==> config.mk <==
export PLATFORM = sky130hd
export DESIGN_NAME = mc_control
export DESIGN_NICKNAME = d
export VERILOG_FILES = /design/src/rtl/mc_control_pkg.sv /design/src/rtl/mc_control_decode.sv /design/src/rtl/mc_control.sv
export SDC_FILE = /design/constraint.sdc
export NUM_CORES = 1
export LEC_CHECK = 0
export ABC_AREA = 1
export CAP_MARGIN = 20
export CORE_ASPECT_RATIO = 0.75
export CORE_MARGIN = 2
export CORE_UTILIZATION = 40
export DETAILED_ROUTE_END_ITERATION = 8
export PLACE_DENSITY_LB_ADDON = 0.3
export RECOVER_POWER = 25
export SLEW_MARGIN = 20
export SYNTH_ARGS = -nofsm -noshare
export SYNTH_HDL_FRONTEND = slang
export SYNTH_SLANG_ARGS = --single-unit
==> constraint.sdc <==
create_clock -name clk -period 1.9 [get_ports clk]
set_input_delay 0.475 -clock clk [delete_from_list [all_inputs] [get_ports clk]]
set_output_delay 0.475 -clock clk [all_outputs]
set_load 0.05 [all_outputs]
==> src/rtl/mc_control_pkg.sv <==
// Shared encodings for the MIPS-lite multi-cycle controller: opcodes, functs,
// datapath select codes, FSM state codes and the decoder's output records.
package mc_control_pkg;

  localparam logic [5:0] OP_RTYPE = 6'h00;
  localparam logic [5:0] OP_JAL   = 6'h03;
  localparam logic [5:0] OP_BEQ   = 6'h04;
  localparam logic [5:0] OP_ORI   = 6'h0D;
  localparam logic [5:0] OP_LUI   = 6'h0F;
  localparam logic [5:0] OP_LW    = 6'h23;
  localparam logic [5:0] OP_SW    = 6'h2B;

  localparam logic [5:0] FN_JR    = 6'h08;
  localparam logic [5:0] FN_ADDU  = 6'h21;
  localparam logic [5:0] FN_SUBU  = 6'h23;

  localparam logic [2:0] REGDST_RT = 3'd0;
  localparam logic [2:0] REGDST_RD = 3'd1;
  localparam logic [2:0] REGDST_RA = 3'd2;

  localparam logic [2:0] ALUSRC_RD2 = 3'd0;
  localparam logic [2:0] ALUSRC_EXT = 3'd1;

  localparam logic [2:0] TOREG_ALU = 3'd0;
  localparam logic [2:0] TOREG_MEM = 3'd1;
  localparam logic [2:0] TOREG_EXT = 3'd2;
  localparam logic [2:0] TOREG_PC4 = 3'd3;

  localparam logic [2:0] NPC_PC4 = 3'd0;
  localparam logic [2:0] NPC_BEQ = 3'd1;
  localparam logic [2:0] NPC_JAL = 3'd2;
  localparam logic [2:0] NPC_JR  = 3'd3;

  localparam logic [3:0] ALU_NONE = 4'd0;
  localparam logic [3:0] ALU_OR   = 4'd1;
  localparam logic [3:0] ALU_ADD  = 4'd2;
  localparam logic [3:0] ALU_SUB  = 4'd3;

  localparam logic [2:0] EXT_ZERO = 3'd0;
  localparam logic [2:0] EXT_SIGN = 3'd1;
  localparam logic [2:0] EXT_LUI  = 3'd2;

  typedef enum logic [2:0] {
    S_FETCH  = 3'd0,
    S_DECODE = 3'd1,
    S_EXEC   = 3'd2,
    S_MEM    = 3'd3,
    S_WB     = 3'd4
  } state_e;

  typedef struct packed {
    logic addu;
    logic subu;
    logic ori;
    logic lui;
    logic lw;
    logic sw;
    logic beq;
    logic jal;
    logic jr;
    logic unknown;
  } instr_t;

  typedef struct packed {
    logic [2:0] regDst;
    logic [2:0] aluSrc;
    logic [2:0] toReg;
    logic [3:0] aluOp;
    logic [2:0] extOp;
  } sel_t;

  function automatic logic isMemOp(input instr_t i);
    return i.lw | i.sw;
  endfunction

  function automatic logic isAluOp(input instr_t i);
    return i.addu | i.subu | i.ori | i.lui;
  endfunction

endpackage

==> src/rtl/mc_control_decode.sv <==
// Combinational instruction decoder: Op/Func to instruction one-hots plus the
// per-instruction datapath selects, which the FSM then gates by state.
module mc_decode
  import mc_control_pkg::*;
(
  input  logic [5:0] i_op,
  input  logic [5:0] i_func,
  output instr_t     o_instr,
  output sel_t       o_sel
);

  logic w_rType;

  assign w_rType = (i_op == OP_RTYPE);

  // Anything that matches no supported encoding falls through to a nop.
  always_comb begin
    o_instr = '0;
    o_instr.addu = w_rType && (i_func == FN_ADDU);
    o_instr.subu = w_rType && (i_func == FN_SUBU);
    o_instr.jr   = w_rType && (i_func == FN_JR);
    o_instr.ori  = (i_op == OP_ORI);
    o_instr.lui  = (i_op == OP_LUI);
    o_instr.lw   = (i_op == OP_LW);
    o_instr.sw   = (i_op == OP_SW);
    o_instr.beq  = (i_op == OP_BEQ);
    o_instr.jal  = (i_op == OP_JAL);
    o_instr.unknown = ~(o_instr.addu | o_instr.subu | o_instr.jr | o_instr.ori |
                        o_instr.lui | o_instr.lw | o_instr.sw | o_instr.beq |
                        o_instr.jal);
  end

  always_comb begin
    o_sel = '0;
    if (o_instr.addu) begin
      o_sel.regDst = REGDST_RD;
      o_sel.aluSrc = ALUSRC_RD2;
      o_sel.toReg  = TOREG_ALU;
      o_sel.aluOp  = ALU_ADD;
      o_sel.extOp  = EXT_ZERO;
    end else if (o_instr.subu) begin
      o_sel.regDst = REGDST_RD;
      o_sel.aluSrc = ALUSRC_RD2;
      o_sel.toReg  = TOREG_ALU;
      o_sel.aluOp  = ALU_SUB;
      o_sel.extOp  = EXT_ZERO;
    end else if (o_instr.ori) begin
      o_sel.regDst = REGDST_RT;
      o_sel.aluSrc = ALUSRC_EXT;
      o_sel.toReg  = TOREG_ALU;
      o_sel.aluOp  = ALU_OR;
      o_sel.extOp  = EXT_ZERO;
    end else if (o_instr.lui) begin
      // The upper-immediate comes straight from EXT; the ALU result is unused.
      o_sel.regDst = REGDST_RT;
      o_sel.aluSrc = ALUSRC_EXT;
      o_sel.toReg  = TOREG_EXT;
      o_sel.aluOp  = ALU_NONE;
      o_sel.extOp  = EXT_LUI;
    end else if (o_instr.lw) begin
      o_sel.regDst = REGDST_RT;
      o_sel.aluSrc = ALUSRC_EXT;
      o_sel.toReg  = TOREG_MEM;
      o_sel.aluOp  = ALU_ADD;
      o_sel.extOp  = EXT_SIGN;
    end else if (o_instr.sw) begin
      o_sel.aluSrc = ALUSRC_EXT;
      o_sel.aluOp  = ALU_ADD;
      o_sel.extOp  = EXT_SIGN;
    end else if (o_instr.beq) begin
      o_sel.aluSrc = ALUSRC_RD2;
      o_sel.aluOp  = ALU_SUB;
      o_sel.extOp  = EXT_SIGN;
    end else if (o_instr.jal) begin
      o_sel.regDst = REGDST_RA;
      o_sel.toReg  = TOREG_PC4;
    end
  end

endmodule

==> src/rtl/mc_control.sv <==
// Multi-cycle Moore controller for the MIPS-lite datapath: FETCH/DECODE/EXEC/MEM/WB
// sequencing, reset gating of every enable, and the retired-instruction counter.
module mc_control
  import mc_control_pkg::*;
#(
  parameter int CNT_W = 32
) (
  input  logic             clk,
  input  logic             reset,
  input  logic [5:0]       Op,
  input  logic [5:0]       Func,
  input  logic             mem_ready,
  output logic             IRWrite,
  output logic             PCWrite,
  output logic             RegWrite,
  output logic             MemWrite,
  output logic             MemReq,
  output logic [2:0]       RegDstSel,
  output logic [2:0]       ALUSrcSel,
  output logic [2:0]       toRegSel,
  output logic [2:0]       NPCOp,
  output logic [3:0]       ALUOp,
  output logic [2:0]       EXTOp,
  output logic [2:0]       state,
  output logic             retire,
  output logic [CNT_W-1:0] instr_cnt
);

  state_e           r_state;
  logic [CNT_W-1:0] r_instrCnt;

  state_e     w_nextState;
  instr_t     w_instr;
  sel_t       w_sel;
  logic       w_irWrite;
  logic       w_pcWrite;
  logic       w_regWrite;
  logic       w_memWrite;
  logic       w_memReq;
  logic [2:0] w_regDst;
  logic [2:0] w_aluSrc;
  logic [2:0] w_toReg;
  logic [2:0] w_npcOp;
  logic [3:0] w_aluOp;
  logic [2:0] w_extOp;

  mc_decode u_decode (
    .i_op    (Op),
    .i_func  (Func),
    .o_instr (w_instr),
    .o_sel   (w_sel)
  );

  // The counter advances on the edge that closes a retiring cycle.
  always_ff @(posedge clk) begin
    if (reset) begin
      r_state    <= S_FETCH;
      r_instrCnt <= '0;
    end else begin
      r_state <= w_nextState;
      if (w_pcWrite) begin
        r_instrCnt <= r_instrCnt + CNT_W'(1);
      end
    end
  end

  // Every instruction ends in a cycle with PCWrite=1, which is also its retire cycle.
  always_comb begin
    w_nextState = r_state;
    w_irWrite   = 1'b0;
    w_pcWrite   = 1'b0;
    w_regWrite  = 1'b0;
    w_memWrite  = 1'b0;
    w_memReq    = 1'b0;
    w_regDst    = REGDST_RT;
    w_aluSrc    = ALUSRC_RD2;
    w_toReg     = TOREG_ALU;
    w_npcOp     = NPC_PC4;
    w_aluOp     = ALU_NONE;
    w_extOp     = EXT_ZERO;

    if (r_state != S_FETCH) begin
      w_aluOp = w_sel.aluOp;
      w_extOp = w_sel.extOp;
    end

    case (r_state)
      S_FETCH: begin
        w_memReq = 1'b1;
        if (mem_ready) begin
          w_irWrite   = 1'b1;
          w_nextState = S_DECODE;
        end
      end

      S_DECODE: begin
        if (w_instr.jal) begin
          w_nextState = S_WB;
        end else if (w_instr.jr) begin
          w_pcWrite   = 1'b1;
          w_npcOp     = NPC_JR;
          w_nextState = S_FETCH;
        end else if (w_instr.unknown) begin
          w_pcWrite   = 1'b1;
          w_npcOp     = NPC_PC4;
          w_nextState = S_FETCH;
        end else begin
          w_nextState = S_EXEC;
        end
      end

      S_EXEC: begin
        w_aluSrc = w_sel.aluSrc;
        if (isMemOp(w_instr)) begin
          w_nextState = S_MEM;
        end else if (w_instr.beq) begin
          w_pcWrite   = 1'b1;
          w_npcOp     = NPC_BEQ;
          w_nextState = S_FETCH;
        end else if (isAluOp(w_instr)) begin
          w_nextState = S_WB;
        end else begin
          w_pcWrite   = 1'b1;
          w_nextState = S_FETCH;
        end
      end

      S_MEM: begin
        // The address is recomputed here, so the ALU source stays on EXT.
        w_memReq = 1'b1;
        w_aluOp  = ALU_ADD;
        w_aluSrc = w_sel.aluSrc;
        if (mem_ready) begin
          if (w_instr.sw) begin
            w_memWrite  = 1'b1;
            w_pcWrite   = 1'b1;
            w_nextState = S_FETCH;
          end else begin
            w_nextState = S_WB;
          end
        end
      end

      S_WB: begin
        w_regWrite  = 1'b1;
        w_regDst    = w_sel.regDst;
        w_toReg     = w_sel.toReg;
        w_pcWrite   = 1'b1;
        w_npcOp     = w_instr.jal ? NPC_JAL : NPC_PC4;
        w_nextState = S_FETCH;
      end

      default: begin
        w_nextState = S_FETCH;
      end
    endcase
  end

  assign IRWrite  = w_irWrite  & ~reset;
  assign PCWrite  = w_pcWrite  & ~reset;
  assign RegWrite = w_regWrite & ~reset;
  assign MemWrite = w_memWrite & ~reset;
  assign MemReq   = w_memReq   & ~reset;
  assign retire   = PCWrite;
  assign NPCOp    = PCWrite ? w_npcOp : NPC_PC4;

  assign RegDstSel = w_regDst;
  assign ALUSrcSel = w_aluSrc;
  assign toRegSel  = w_toReg;
  assign ALUOp     = w_aluOp;
  assign EXTOp     = w_extOp;
  assign state     = r_state;
  assign instr_cnt = r_instrCnt;

endmodule

==> impl_metrics.yaml <==
clock_network:
  cts_tree: "built"
  cts_max_level: 2
  cts_buffers: 5
  clkLatencyLatePin_ps: 290
  clkSinkCount: 35
  cts-root-buf: "clkbuf_8"
  cts.clk_slew.worst_paths_ps: 70
  clockBufferDepth: 2
synth:
  ys_warn_count: 0
  synthCells: 444
  synth-seq-cells: 35
  yosysTopAreaCell: "dfxtp_1"
  ys_types: 30
  synth_seq_area_share_pct: 25.9
  synth_area_leaders: "dfxtp_1, nand2_1, nor2_1, nand3_1, a21oi_1"
  syn_area_per_cell_um2: 6.08
  syn-cell-area_um2: 2700
  synth_common_cells: "nand2_1, nor2_1, inv_1"
  synth_top_area_share_pct: 25.9
  synthFlopType: "dfxtp_1"
  async_flop_share_pct: 0
  synth.most_common_cell: "nand2_1"
  synth_edf_count: 0
pwr:
  switching_share_pct: 30.9
  switchingPower_w: 0.000519
  p_clk_share_pct: 33.8
  ir_drop_v: 0.000239
  internal_power_w: 0.00116
  share_seq_of_total_power_pct: 44.1
  power_frac_comb_pct: 22.1
  powerDensity_nw_per_um2: 379
  p_leak_nw: 1.76
timing:
  timing.final.crit_share_pct: 115
  slew_viol_final: 0
  postLayoutSetupSlackWorst_ps: -293
  period_needed_ps: 2190
  hold_viol_final: 0
  rsz0062_at_grt: "true"
  slew_headroom_pct: 56.2
  worst_pin_slew_ps: 660
  setup_violations: 16
  clock_skew_ps: 7.66
  max_freq_mhz: 456
setup_path:
  crit_fanout: 3
  cp-start-kind: "input pin"
  cp.required_ps: 1420
  cp.arrival_ps: 1720
  worstSetupPathType: "in -> out"
  setup.worst_path.end_class: "primary output"
final_layout:
  final_util_pct: 69.0
  area_growth_pct: 63.9
  nNetsFinal: 589
  drive_gt1_share_pct: 37.1
  stdcell_count: 655
  antennaDiodeCount: 0
place:
  dp_hpwl_um: 7680
  dp.cells: 635
  pre_cts_ws_ps: -740
  portBuffers: 66
  globalplace.congestion: 0.942
drt:
  drt_iter0_markers: 323
  num_vias: 3412
  wl_met3_um: 872
  wl_per_cell_um: 15.4
  drtAntennaViolNets: 0
  wl_um: 10100
  dr_wl_met2_um: 4270
  dr.pass1.iters: 5
  vias_per_cell: 5.21
  drt-met1-wl_um: 4800
  top_layer_used: "met4"
  drc: 0
grt:
  grt_pass1_wl_um: 15900
  grt_overflow: 0
  antenna_found_initial: 0
  first_global_vias: 3106
  grt_max_degree: 33
  grt_usage_pct: 27.4
floorplanning:
  rows: 25
  die_x_um: 98.9
  start_util_pct: 42.1
  core_area_um2: 6410
  dieArea_um2: 7430
  die-height_um: 75.2
  ios: 75
worst_hold_path:
  worstHoldPathType: "reg -> reg"
run_status:
  violations: "negative setup slack"
  outcome: "finished with violations"
job:
  max_cap_violations: 0
state kept, by name, indices dropped and copies added (netlist names):
signal and count:
instr_cnt 32, state 3
final timing paths:
path	startpoint	endpoint	slack [ps]	cells after the start
min	instr_cnt[30]	instr_cnt[30]	510	2
max	Op[3]	NPCOp[0]	-290	9
min reg2reg	instr_cnt[30]	instr_cnt[30]	510	2
max reg2reg	state[2]	instr_cnt[22]	140	12
final cells by class:
cell class / count / area, um^2
multi-input cells: 342 / 2070
fillers: 560 / 1990
repair buffers: 139 / 1260
flip-flops and latches: 35 / 714
inverters: 50 / 198
well taps: 81 / 101
clock buffers: 7 / 86.3
clock inverters: 1 / 5.00
power by group through the flow:
stage | registers, W | logic (W) | clock network, W
2_1_floorplan | 0.000777 | 0.000185 | 0
3_3_place_gp | 0.000758 | 0.000317 | 0
3_5_place_dp | 0.000759 | 0.000323 | 0
4_1_cts | 0.000740 | 0.000349 | 0.000572
5_1_grt | 0.000741 | 0.000391 | 0.000610
6_report | 0.000740 | 0.000370 | 0.000567
layout by cell type, fill, tap and decap left out, types with 6 or more instances in the layout:
master    count
buf_2         6
nor3_1       16
nor2_2        8
buf_6         8
nor2_4       20
nand2_1     102
xnor2_1       9
inv_1        33
xor2_1       17
nand2_2       6
buf_4        85
inv_2        14
nand2_4       6
a21oi_1      35
clkbuf_1     17
nor2_1       42
nand3_1      37
dfxtp_1      30
nand4_1       8
buf_12       18
clkbuf_8      6
conb_1        8
critical path, stage by stage:
cell	delay, ps
buf_4	130
buf_4	140
nand4_1	150
buf_4	180
nand4_4	120
nand3_4	140
nand3_4	100
nor2_4	140
buf_12	140
routing by layer:
metal | global-route usage [%] | up-vias
met5 | 0 | -
met4 | 5.02 | 0
met3 | 5.94 | 14
met2 | 41.0 | 147
met1 | 40.8 | 1588
li1 | - | 1663
per-stage QoR:
stage               total power [W]  setup TNS, ps  cell area [um^2]  hold slack, ps
finish                      0.00168          -2350              4430             512
global route                0.00174          -3820              4430             530
CTS                         0.00166          -1910              4360             517
detailed placement          0.00108         -25550              4060             507
global placement            0.00107         -23050              4060             486
floorplan                  0.000962          -2570              2900             638
kinds of logic (layout without fill, tap and decap cells):
group | Yosys count | count (layout) | share of synthesized area (%)
other | 1 | 8 | 0.139
DFF | 35 | 35 | 25.9
buffers and inverters | 74 | 197 | 13.0
and+or+nand+nor | 264 | 264 | 43.7
AOI/OAI and AO/OA | 43 | 43 | 8.38
xor gates and xnor gates | 26 | 26 | 8.43
adders and majority gates | 1 | 1 | 0.463
what timing repair did:
action,4_1_cts,5_1_grt
buffers inserted,8,5
resized for setup,111,34
pin swaps,27,17
endpoints found under the setup margin,49,19
hold buffers,0,0
No activity file was read; power rests on OpenSTA's default activity.
